--- config.mk ---
export PLATFORM = sky130hd
export DESIGN_NAME = data_mem_access_flat
export DESIGN_NICKNAME = d
export VERILOG_FILES = /design/src/rtl/data_mem_access_pkg.sv /design/src/rtl/data_mem_access_if.sv /design/src/rtl/data_mem_access_load_extend.sv /design/src/rtl/data_mem_access.sv /design/src/flat_wrapper.sv
export SDC_FILE = /design/constraint.sdc
export NUM_CORES = 1
export LEC_CHECK = 0
export BUFFER_PORTS_ARGS = -buffer_cell sky130_fd_sc_hd__buf_2
export CORE_AREA = 3 3 112 114
export CTS_CLUSTER_SIZE = 16
export DETAILED_ROUTE_END_ITERATION = 8
export DIE_AREA = 0 0 115 117
export HOLD_SLACK_MARGIN = 0.02
export PLACE_DENSITY = 0.79
export SLEW_MARGIN = 20
export SYNTH_ARGS = -nofsm -noshare
export SYNTH_HDL_FRONTEND = slang
export SYNTH_SLANG_ARGS = --single-unit
--- constraint.sdc ---
create_clock -name clk -period 2.2 [get_ports clk]
set_input_delay 0.44 -clock clk [delete_from_list [all_inputs] [get_ports clk]]
set_output_delay 0.44 -clock clk [all_outputs]
set_load 0.1 [all_outputs]
--- src/rtl/data_mem_access_pkg.sv ---
`default_nettype none
// ============================================================================
// Module  : data_mem_access_pkg
// Brief   : Shared load-type codes, store masks and FSM states for the
//           data-memory access block.
// Revision: 1.0
// ============================================================================
package data_mem_access_pkg;

  typedef enum logic [2:0] {
    LT_NONE = 3'd0,
    LT_LB   = 3'd1,
    LT_LH   = 3'd2,
    LT_LW   = 3'd3,
    LT_LBU  = 3'd4,
    LT_LHU  = 3'd5
  } load_type_e;

  localparam logic [3:0] C_SM_NONE = 4'b0000;
  localparam logic [3:0] C_SM_SB   = 4'b0001;
  localparam logic [3:0] C_SM_SH   = 4'b0011;
  localparam logic [3:0] C_SM_SW   = 4'b1111;

  typedef enum logic [1:0] {
    S_IDLE = 2'd0,
    S_BUSY = 2'd1,
    S_DONE = 2'd2
  } state_e;

endpackage
`default_nettype wire

--- src/rtl/data_mem_access_if.sv ---
`default_nettype none
// ============================================================================
// Module  : data_mem_access_if
// Brief   : Request/acknowledge bus between the MEM stage and data memory.
// Revision: 1.0
// ============================================================================
interface data_mem_access_if;
  logic        mem_req;
  logic        mem_we;
  logic [31:0] mem_addr;
  logic [3:0]  mem_be;
  logic [31:0] mem_wdata;
  logic        mem_ack;
  logic [31:0] mem_rdata;

  modport master (
    output mem_req, mem_we, mem_addr, mem_be, mem_wdata,
    input  mem_ack, mem_rdata
  );

  modport slave (
    input  mem_req, mem_we, mem_addr, mem_be, mem_wdata,
    output mem_ack, mem_rdata
  );
endinterface
`default_nettype wire

--- src/rtl/data_mem_access_load_extend.sv ---
`default_nettype none
// ============================================================================
// Module  : load_extend
// Brief   : Selects the addressed byte/halfword of a read word and extends it.
// Revision: 1.0
// ============================================================================
module load_extend
  import data_mem_access_pkg::*;
(
  input  logic [31:0] word_i,
  input  logic [1:0]  offset_i,
  input  logic [2:0]  type_i,
  output logic [31:0] result_o
);

  logic [7:0]  w_byte;
  logic [15:0] w_half;

  always_comb begin
    w_byte = word_i[7:0];
    case (offset_i)
      2'd1:    w_byte = word_i[15:8];
      2'd2:    w_byte = word_i[23:16];
      2'd3:    w_byte = word_i[31:24];
      default: w_byte = word_i[7:0];
    endcase
    w_half = offset_i[1] ? word_i[31:16] : word_i[15:0];
  end

  always_comb begin
    result_o = '0;
    case (type_i)
      LT_LB:   result_o = {{24{w_byte[7]}}, w_byte};
      LT_LH:   result_o = {{16{w_half[15]}}, w_half};
      LT_LW:   result_o = word_i;
      LT_LBU:  result_o = {24'b0, w_byte};
      LT_LHU:  result_o = {16'b0, w_half};
      default: result_o = '0;
    endcase
  end

endmodule
`default_nettype wire

--- src/rtl/data_mem_access.sv ---
`default_nettype none
// ============================================================================
// Module  : data_mem_access
// Brief   : MEM-stage data-memory access FSM with store alignment, load
//           extension, misalignment detection and pipeline stall.
// Revision: 1.0
// ============================================================================
module data_mem_access
  import data_mem_access_pkg::*;
(
  input  logic                     clk,
  input  logic                     rst_n,
  input  logic [31:0]              AluOutM,
  input  logic [31:0]              StoreDataM,
  input  logic [3:0]               MemWriteM,
  input  logic                     MemToRegM,
  input  logic [2:0]               RegWriteM,
  output logic                     DmStall,
  output logic [31:0]              DmRdataM,
  output logic                     DmDoneM,
  output logic                     MisalignM,
  data_mem_access_if.master        mem
);

  state_e      state_q, state_d;
  logic [31:0] addr_q, wdata_q, rdata_q;
  logic [3:0]  be_q;
  logic        we_q;
  logic [2:0]  ltype_q;
  logic [1:0]  off_q;

  logic        w_is_store, w_pending, w_misalign, w_issue;
  logic        w_stall, w_misalign_pulse;
  logic [3:0]  w_be;
  logic [31:0] w_wdata, w_ext;

  // A store mask wins over MemToRegM when both are present.
  always_comb begin
    w_is_store = (MemWriteM != C_SM_NONE);
    w_pending  = w_is_store || MemToRegM;
    w_misalign = 1'b0;
    if (w_is_store) begin
      if (MemWriteM == C_SM_SH)      w_misalign = AluOutM[0];
      else if (MemWriteM == C_SM_SW) w_misalign = (AluOutM[1:0] != 2'b00);
    end else if (MemToRegM) begin
      case (RegWriteM)
        LT_LH, LT_LHU: w_misalign = AluOutM[0];
        LT_LW:         w_misalign = (AluOutM[1:0] != 2'b00);
        default:       w_misalign = 1'b0;
      endcase
    end
    w_be    = MemWriteM << AluOutM[1:0];
    w_wdata = StoreDataM << {AluOutM[1:0], 3'b000};
  end

  always_comb begin
    state_d          = state_q;
    w_stall          = 1'b0;
    w_misalign_pulse = 1'b0;
    w_issue          = 1'b0;
    DmDoneM          = 1'b0;
    case (state_q)
      S_IDLE: begin
        if (w_pending) begin
          if (w_misalign) begin
            w_misalign_pulse = 1'b1;
          end else begin
            w_stall = 1'b1;
            w_issue = 1'b1;
            state_d = S_BUSY;
          end
        end
      end
      S_BUSY: begin
        w_stall = 1'b1;
        if (mem.mem_ack) state_d = S_DONE;
      end
      // The instruction still sitting in MEM is the one just served.
      S_DONE: begin
        DmDoneM = 1'b1;
        state_d = S_IDLE;
      end
      default: state_d = S_IDLE;
    endcase
  end

  // Combinational IDLE outputs must still read 0 while reset is held.
  assign DmStall   = w_stall & rst_n;
  assign MisalignM = w_misalign_pulse & rst_n;

  always_ff @(posedge clk or negedge rst_n) begin
    if (!rst_n) state_q <= S_IDLE;
    else        state_q <= state_d;
  end

  always_ff @(posedge clk or negedge rst_n) begin
    if (!rst_n) begin
      addr_q  <= '0;
      we_q    <= 1'b0;
      be_q    <= '0;
      wdata_q <= '0;
      ltype_q <= LT_NONE;
      off_q   <= '0;
      rdata_q <= '0;
    end else begin
      if (w_issue) begin
        addr_q  <= {AluOutM[31:2], 2'b00};
        we_q    <= w_is_store;
        be_q    <= w_is_store ? w_be : 4'b0000;
        wdata_q <= w_is_store ? w_wdata : 32'h0;
        ltype_q <= w_is_store ? LT_NONE : RegWriteM;
        off_q   <= AluOutM[1:0];
      end
      if ((state_q == S_BUSY) && mem.mem_ack) rdata_q <= w_ext;
    end
  end

  load_extend u_load_extend (
    .word_i   (mem.mem_rdata),
    .offset_i (off_q),
    .type_i   (ltype_q),
    .result_o (w_ext)
  );

  assign mem.mem_req   = (state_q == S_BUSY);
  assign mem.mem_we    = (state_q == S_BUSY) ? we_q    : 1'b0;
  assign mem.mem_addr  = (state_q == S_BUSY) ? addr_q  : 32'h0;
  assign mem.mem_be    = (state_q == S_BUSY) ? be_q    : 4'b0000;
  assign mem.mem_wdata = (state_q == S_BUSY) ? wdata_q : 32'h0;
  assign DmRdataM      = (state_q == S_DONE) ? rdata_q : 32'h0;

endmodule
`default_nettype wire

--- src/flat_wrapper.sv ---
// flat-port wrapper written by rule: the top's interface ports become plain ports
module data_mem_access_flat import data_mem_access_pkg::*;
  (clk, rst_n, AluOutM, StoreDataM, MemWriteM, MemToRegM, RegWriteM, DmStall, DmRdataM, DmDoneM, MisalignM, mem_mem_req, mem_mem_we, mem_mem_addr, mem_mem_be, mem_mem_wdata, mem_mem_ack, mem_mem_rdata);
  data_mem_access_if mem_i ();
  input  logic clk;
  input  logic rst_n;
  input  logic [31:0] AluOutM;
  input  logic [31:0] StoreDataM;
  input  logic [3:0] MemWriteM;
  input  logic MemToRegM;
  input  logic [2:0] RegWriteM;
  output logic DmStall;
  output logic [31:0] DmRdataM;
  output logic DmDoneM;
  output logic MisalignM;
  output wire logic [$bits(mem_i.mem_req)-1:0] mem_mem_req;
  output wire logic [$bits(mem_i.mem_we)-1:0] mem_mem_we;
  output wire logic [$bits(mem_i.mem_addr)-1:0] mem_mem_addr;
  output wire logic [$bits(mem_i.mem_be)-1:0] mem_mem_be;
  output wire logic [$bits(mem_i.mem_wdata)-1:0] mem_mem_wdata;
  input wire logic [$bits(mem_i.mem_ack)-1:0] mem_mem_ack;
  input wire logic [$bits(mem_i.mem_rdata)-1:0] mem_mem_rdata;
  assign mem_mem_req = mem_i.mem_req;
  assign mem_mem_we = mem_i.mem_we;
  assign mem_mem_addr = mem_i.mem_addr;
  assign mem_mem_be = mem_i.mem_be;
  assign mem_mem_wdata = mem_i.mem_wdata;
  assign mem_i.mem_ack = mem_mem_ack;
  assign mem_i.mem_rdata = mem_mem_rdata;
  data_mem_access u_core (.clk(clk), .rst_n(rst_n), .AluOutM(AluOutM), .StoreDataM(StoreDataM), .MemWriteM(MemWriteM), .MemToRegM(MemToRegM), .RegWriteM(RegWriteM), .DmStall(DmStall), .DmRdataM(DmRdataM), .DmDoneM(DmDoneM), .MisalignM(MisalignM), .mem(mem_i));
endmodule
==> metrics.md, run 1 <==
| Metric | Value |
|---|---|
| Status | complete, no violations |
| Count of final hold-check violations | 0 |
| Worst setup margin | 79.6 ps |
| Area occupied by registers | 2660 um2 |
| Largest net degree at the start of global routing | 57 |
| Worst path max stage delay | 430 ps |
| Initial antenna violation count | 0 |
| TritonCTS Buffers | 9 |
| Top_reg_cell synth | dfrtp_1 |
| Area Overhead vs Synth | 53.9% |
| Clock buffer depth | 2 |
| Critical path's most frequent cell | buf_12 |
| Worst-case reg-to-reg path depth | 5 |
| Clock sinks | 106 |
| Sequential area share after synthesis | 0.460 |
| RSZ-0062 raised after global routing | yes |
| Ordered cell list for the critical path | inv_1 -> nor2_4 -> buf_12 -> and2_1 -> buf_12 |
| Cell area after placement | 8550 um2 |
| DR vias/cell | 5.79 |
| Critical Path Stages | 5 |
| Overflow after GRT | 0 |
| Unique masters post-synth | 49 |
| IO Port Bufs | 209 |
| Final instance area | 8870 um2 |
| Die height | 117 um |
| Avg Cell Area, Syn | 10.1 um2 |
| Max Fclk | 0.472 GHz |
| Die Wd | 115 um |
| DRC Markers | 0 |
| 1st-pass router iterations | 8 |
| Via count | 5307 |
| Final worst-path cycle share | 0.964 |
| Worst Skew | 5.74 ps |
| Power density cells | 1490 nW/um2 |
| Fill cell count | 755 |
| Wire per inst | 18.3 um |
| Slew Limit Fails | 0 |
| Nets | 876 |
| Clk_lat worst skew | 330 ps |
| Post-DRT Antenna Nets | 0 |
| Max cap viols | 0 |
| Initial drt markers | 382 |
| Area occupied by multi-input gates | 2960 um2 |
| Routed WL | 16.8 mm |
| Final setup violation count | 0 |
| Post-synthesis async set-or-reset flop share | 1.00 |
| Vias in the first global route | 5470 |
| Worst VDD drop | 1.10 mV |
| First-pass GRT wire length | 27.0 mm |
| Seq cells post-synth | 106 |
| Site Rows | 39 |
| Root buf cell | clkbuf_16 |
| Rel. slew slack | 0.356 |
| Post-Syn Instances | 573 |
| Share of layout cells above drive strength 1 | 0.434 |
| Initial Utilization | 0.500 |
| Clock period minus worst slack | 2120 ps |
| Crit path launch type | flop |
| H-tree levels | 3 |
| Hold_buf cts | 0 |
| Clk slew on worst S/H paths | 70 ps |
| EDFF count, synth | 0 |
| Final antenna diode count | 0 |
| Num ports | 212 |
| Total power | 13200 uW |
| Global placer's final weighted congestion | 0.949 |
| Class of the tightest hold or removal check | primary input to asynchronous set/reset pin |
| CP Data Required Time | 1760 ps |
| Crit Path Class | flop to primary output |
| CP max stage cell | dfrtp_2 |
| CP Capture Type | primary output |
| Pleak | 0.00399 uW |
| Std-Cell Core Area | 11500 um2 |
| Actual slew at the worst max-slew pin | 958 ps |
| CP delay by family, top | buffers and inverters |
| Synthesized area | 5760 um2 |
| DP Wirelength | 12.9 mm |
| Die area | 13500 um2 |
| Ys Warns | 0 |
| Critical path fanouts, max | 41 |
| Crit path buffers/inverters | 3 |
| Total Routing Usage GR | 0.251 |
| Setup WS pre-CTS | -10.2 ps |
| Arr. time, crit path | 1680 ps |
| CTS tree | yes |
synthesized netlist by cell type (2+ instances only):
cell       number  area share
o21a_1          2      0.0026
dfrtp_1       106        0.46
buf_4           2      0.0026
mux2i_1        23       0.040
nand2_1        64       0.042
o2bb2ai_1      11       0.017
a21oi_1        23       0.020
nor2_1          9      0.0059
nand2b_1        2      0.0022
o221ai_1        4      0.0061
a32o_1         10       0.017
clkbuf_1       36       0.023
buf_2           6      0.0052
o21ai_1        10      0.0087
mux2_2         31       0.061
buf_1           3      0.0020
inv_1           2      0.0013
a221oi_1        8       0.012
o21bai_1        2      0.0026
nand3_1         6      0.0052
a222oi_1        4      0.0070
a2bb2oi_1       4      0.0061
and3_1          2      0.0022
buf_6           4      0.0078
and2_1        100        0.11
o21ai_0        30       0.026
nor2b_1        14       0.015
a211o_1         9       0.014
nor3b_1         2      0.0026
mux4_2          3       0.012
xnor2_1         2      0.0030
a22o_1         20       0.030
nor3_1          3      0.0026
power breakdown:
part | switching, uW | leakage, uW | total [uW] | internal, uW
Sequential | 335 | 0.00136 | 2890 | 2550
Combinational | 5580 | 0.00249 | 8800 | 3210
Clock | 710 | 0.000142 | 1540 | 834
logic make-up (layout without fill, tap and decap cells):
logic type / count (synthesis) / count (layout) / share of synthesized area
DFF: 106 / 106 / 0.460
and+or+nand+nor: 209 / 209 / 0.198
other: 1 / 2 / 0.000651
xor gates and xnor gates: 2 / 2 / 0.00304
buffers and inverters: 54 / 254 / 0.0430
muxes: 58 / 58 / 0.117
AOI/OAI and AO/OA: 143 / 143 / 0.178
registers in the layout, summed over array words and instances (netlist names):
| name | flops |
|---|---|
| u_core.be_q | 4 |
| u_core.rdata_q | 32 |
| u_core.addr_q | 30 |
| u_core.ltype_q | 3 |
| u_core.we_q | 1 |
| u_core.wdata_q | 32 |
| u_core.state_q | 2 |
| u_core.off_q | 2 |
placed cells by master (no fill, tap or decap), types with 10 or more instances in the layout:
cell type / instances
o21ai_1: 11
a21oi_1: 22
buf_4: 22
nand2_1: 64
mux2_2: 31
o2bb2ai_1: 10
buf_12: 102
and2_2: 37
dfrtp_1: 104
buf_2: 109
a22o_1: 20
o21ai_0: 29
and2_1: 61
a32o_1: 10
mux2i_1: 23
nor2b_1: 14
path summary, 6_finish.rpt:
path                              startpoint                  to  slack (ps)
hold reg to reg            u_core.rdata_q[6]   u_core.rdata_q[6]         470
setup / recovery           u_core.state_q[0]   mem_mem_wdata[31]          80
max in group asynchronous              rst_n   u_core.state_q[0]         820
min in group clk                 AluOutM[28]   u_core.addr_q[28]         330
hold / removal                         rst_n   u_core.addr_q[30]         240
setup reg to reg             u_core.off_q[1]  u_core.rdata_q[19]         140
stage by stage:
| stage | setup TNS (ps) | utilization | cells | hold WS [ps] |
|---|---|---|---|---|
| floorplan | 0 | - | 574 | 144 |
| global placement | 0 | 0.743 | 899 | 459 |
| detailed placement | -43.7 | 0.743 | 899 | 463 |
| CTS | 0 | 0.768 | 915 | 267 |
| global route | -25.2 | 0.770 | 917 | 286 |
| finish | 0 | 0.770 | 917 | 237 |
routing by layer:
| metal | vias up | GRT usage | share of wire |
|---|---|---|---|
| met5 | - | 0 | 0 |
| met4 | 0 | 0.0986 | 0.034 |
| met3 | 52 | 0.0396 | 0.070 |
| met2 | 277 | 0.432 | 0.50 |
| met1 | 2558 | 0.318 | 0.39 |
| li1 | 2420 | - | - |
cell type report:
type	instances	share of cell area
clock inverter	5	0.00395
sequential	106	0.299
inverter	3	0.00127
clock buffer	11	0.0285
multi-input combinational	414	0.334
tap	143	0.0202
timing repair buffer	235	0.313
timing repair:
action                     4_1_cts  5_1_grt
setup endpoints to repair       64       96
gates resized for setup          2        4
pin swaps                        0        2
gates cloned                     0        0
setup buffers                    0        2
Power figures use the tool's default switching activity.
==> inputs of run 2 (changes only) <==
- CORE_AREA: 3 3 112 114 -> 3 3 125 103
- DIE_AREA: 0 0 115 117 -> 0 0 128 106
==> run 2 against run 1 <==
Critical path depth rose by 1. Sequential share of layout area fell by 0.28 points. Sequential cell count unchanged. First-iteration DRC count increased by 18%. Clock skew is 0.90 ps higher. Wire length increased by 6.2%. Cell area grew 0.93%. Combinational power rose by 0.7%. Critical endpoint is now MisalignM. Clock power increased by 6%. Register-to-register slack is essentially flat. Critical path type is now primary input to primary output. Maximum frequency fell by 3.3%. Count of clock-buffer cells in the layout decreased by 1. Largest cell class unchanged.
==> metrics.md, run 2 (synthesis gave the netlist of run 1 again) <==
| Metric | Value |
|---|---|
| First-pass GRT wire length | 28.7 mm (was 27.0 mm) |
| Power density cells | 1500 nW/um2 (was 1490 nW/um2) |
| Biggest regs | u_core.rdata_q (32), u_core.wdata_q (32), u_core.addr_q (30) (unchanged) |
| Clock sinks | 106 (unchanged) |
| Final worst-path cycle share | 0.996 (was 0.964) |
| Std-Cell Core Area | 11600 um2 (was 11500 um2) |
| Worst setup endpoint | MisalignM (was mem_mem_wdata[31]) |
| Overflow after GRT | 0 (unchanged) |
| Clk slew on worst S/H paths | 70 ps (about the same) |
| R2R Setup Slk | 140 ps (about the same) |
| Share of layout cells above drive strength 1 | 0.435 (was 0.434) |
| IO Port Bufs | 209 (unchanged) |
| Status | complete, no violations (unchanged) |
| Most common cell after layout, fill and taps aside | buf_12 (was buf_2) |
| Max cap viols | 0 (unchanged) |
| Worst-case reg-to-reg path depth | 5 (unchanged) |
| Num ports | 212 (unchanged) |
| 1st-pass router iterations | 6 (was 8) |
| Most frequent cells in the layout | buf_12 (105), buf_2 (104), dfrtp_1 (104) (was buf_2 (109), dfrtp_1 (104), buf_12 (102)) |
| Rel. slew slack | 0.316 (was 0.356) |
| Initial Utilization | 0.498 (was 0.500) |
| Area Overhead vs Synth | 55.3% (was 53.9%) |
| Arr. time, crit path | 1750 ps (was 1680 ps) |
| Clk_lat worst skew | 350 ps (was 330 ps) |
| Root buf cell | clkbuf_16 (unchanged) |
| Crit path launch type | primary input (was flop) |
| Cell area after placement | 8600 um2 (was 8550 um2) |
| Critical path fanouts, max | 5 (was 41) |
| Initial drt markers | 450 (was 382) |
| Worst VDD drop | 1.39 mV (was 1.10 mV) |
| Crit Path Class | primary input to primary output (was flop to primary output) |
| Slew Limit Fails | 0 (unchanged) |
| Total Routing Usage GR | 0.262 (was 0.251) |
| DP Wirelength | 13.7 mm (was 12.9 mm) |
| Class of the tightest hold or removal check | primary input to flop (was primary input to asynchronous set/reset pin) |
| Clock period minus worst slack | 2190 ps (was 2120 ps) |
| Pleak | 0.00399 uW (about the same) |
| Routed WL | 17.8 mm (was 16.8 mm) |
| Fill cell count | 741 (was 755) |
| Wire per inst | 19.3 um (was 18.3 um) |
| Hold WS | 324 ps (was 237 ps) |
| DRC Markers | 0 (unchanged) |
| Final Util | 0.774 (was 0.770) |
| Reg2reg start | u_core.ltype_q[1] (was u_core.off_q[1]) |
| CTS tree | yes (unchanged) |
| Worst Skew | 6.64 ps (was 5.74 ps) |
| Largest net degree at the start of global routing | 64 (was 57) |
| Actual slew at the worst max-slew pin | 1020 ps (was 958 ps) |
| Total power | 13400 uW (was 13200 uW) |
| Via count | 5309 (was 5307) |
| Post-DRT Antenna Nets | 0 (unchanged) |
| Reg2reg end | u_core.rdata_q[5] (was u_core.rdata_q[19]) |
| Final setup violation count | 0 (unchanged) |
| Final instance area | 8950 um2 (was 8870 um2) |
| Vias in the first global route | 5545 (was 5470) |
| Initial antenna violation count | 2 (was 0) |
| Clock buffer depth | 2 (unchanged) |
| Count of final hold-check violations | 0 (unchanged) |
| H-tree levels | 3 (unchanged) |
| CP Data Required Time | 1760 ps (about the same) |
| Die height | 106 um (was 117 um) |
| Die Wd | 128 um (was 115 um) |
| Nets | 875 (was 876) |
| TritonCTS Buffers | 9 (unchanged) |
| Global placer's final weighted congestion | 0.918 (was 0.949) |
| Site Rows | 35 (was 39) |
| DR vias/cell | 5.75 (was 5.79) |
| Max Fclk | 0.456 GHz (was 0.472 GHz) |
| Die area | 13600 um2 (was 13500 um2) |
| RSZ-0062 raised after global routing | yes (unchanged) |
| CP Capture Type | primary output (unchanged) |
| Crit path launch | MemWriteM[3] (was u_core.state_q[0]) |
-- run 2: changes by cell type in the layout (fill, tap and decap cells not counted), moves of 2 or more --
cell	before	now
buf_2	109	104
clkinv_4	0	2
buf_4	22	24
diode_2	0	2
clkinv_2	2	0
buf_12	102	105
clkbuf_8	2	0
-- run 2: worst min-delay path by stage --
stage               cells past startpoint                  to               start  slack, ps
floorplan                               0   u_core.addr_q[10]               rst_n        140
global placement                        2  u_core.rdata_q[19]  u_core.rdata_q[19]        460
detailed placement                      2  u_core.rdata_q[29]  u_core.rdata_q[29]        470
CTS                                     2   u_core.addr_q[18]         AluOutM[18]        310
global route                            2   u_core.addr_q[23]         AluOutM[23]        310
finish                                  2   u_core.addr_q[20]         AluOutM[20]        320
-- run 2: power breakdown --
| group | total [uW] | internal, uW | leakage (uW) | switching, uW |
|---|---|---|---|---|
| clock | 1640 | 900 | 0.000145 | 740 |
| sequential | 2900 | 2550 | 0.00136 | 343 |
| combinational | 8860 | 3270 | 0.00249 | 5590 |
| total | 13400 | 6720 | 0.00399 | 6670 |
-- run 2: critical path, stage by stage --
cell and delay (ps):
buf_2 150, xnor2_1 280, nand3_1 230, a21oi_4 250, and3_4 220, buf_12 170
-- run 2: timing repair --
action	in CTS	in global routing
pin swaps	1	4
setup buffers	1	1
setup endpoints to repair	15	33
gates resized for setup	2	7
hold buffers	0	0
-- run 2: area by class of cell --
cell class / instances / area, um2 / share of cell area
repair buffers: 234 / 2810 / 0.314
well taps: 148 / 185 / 0.0207
flip-flops and latches: 106 / 2660 / 0.297
clock inverters: 6 / 75.1 / 0.00839
multi-input cells: 414 / 2970 / 0.332
inverters: 3 / 11.3 / 0.00126
diodes: 2 / 5.00 / 0.000559
clock buffers: 10 / 229 / 0.0256
-- run 2: metrics by stage --
step / TNS (ps) / setup slack (ps) / instances
floorplan: 0 / 0.138 / 574
global placement: -166 / -19.8 / 903
detailed placement: -1180 / -58.1 / 903
CTS: -21.2 / -21.2 / 920
global route: -83.2 / -49.5 / 923
finish: 0 / 8.05 / 923
-- run 2: per-layer routing --
layer  GRT usage  wire (um)  part of all wire  vias up
li1            -          -                 -     2414
met1       0.351       7130              0.40     2561
met2       0.417       8640              0.48      290
met3      0.0653       1540             0.086       44
met4      0.0902        512             0.029        0
met5           0          0                 0        -
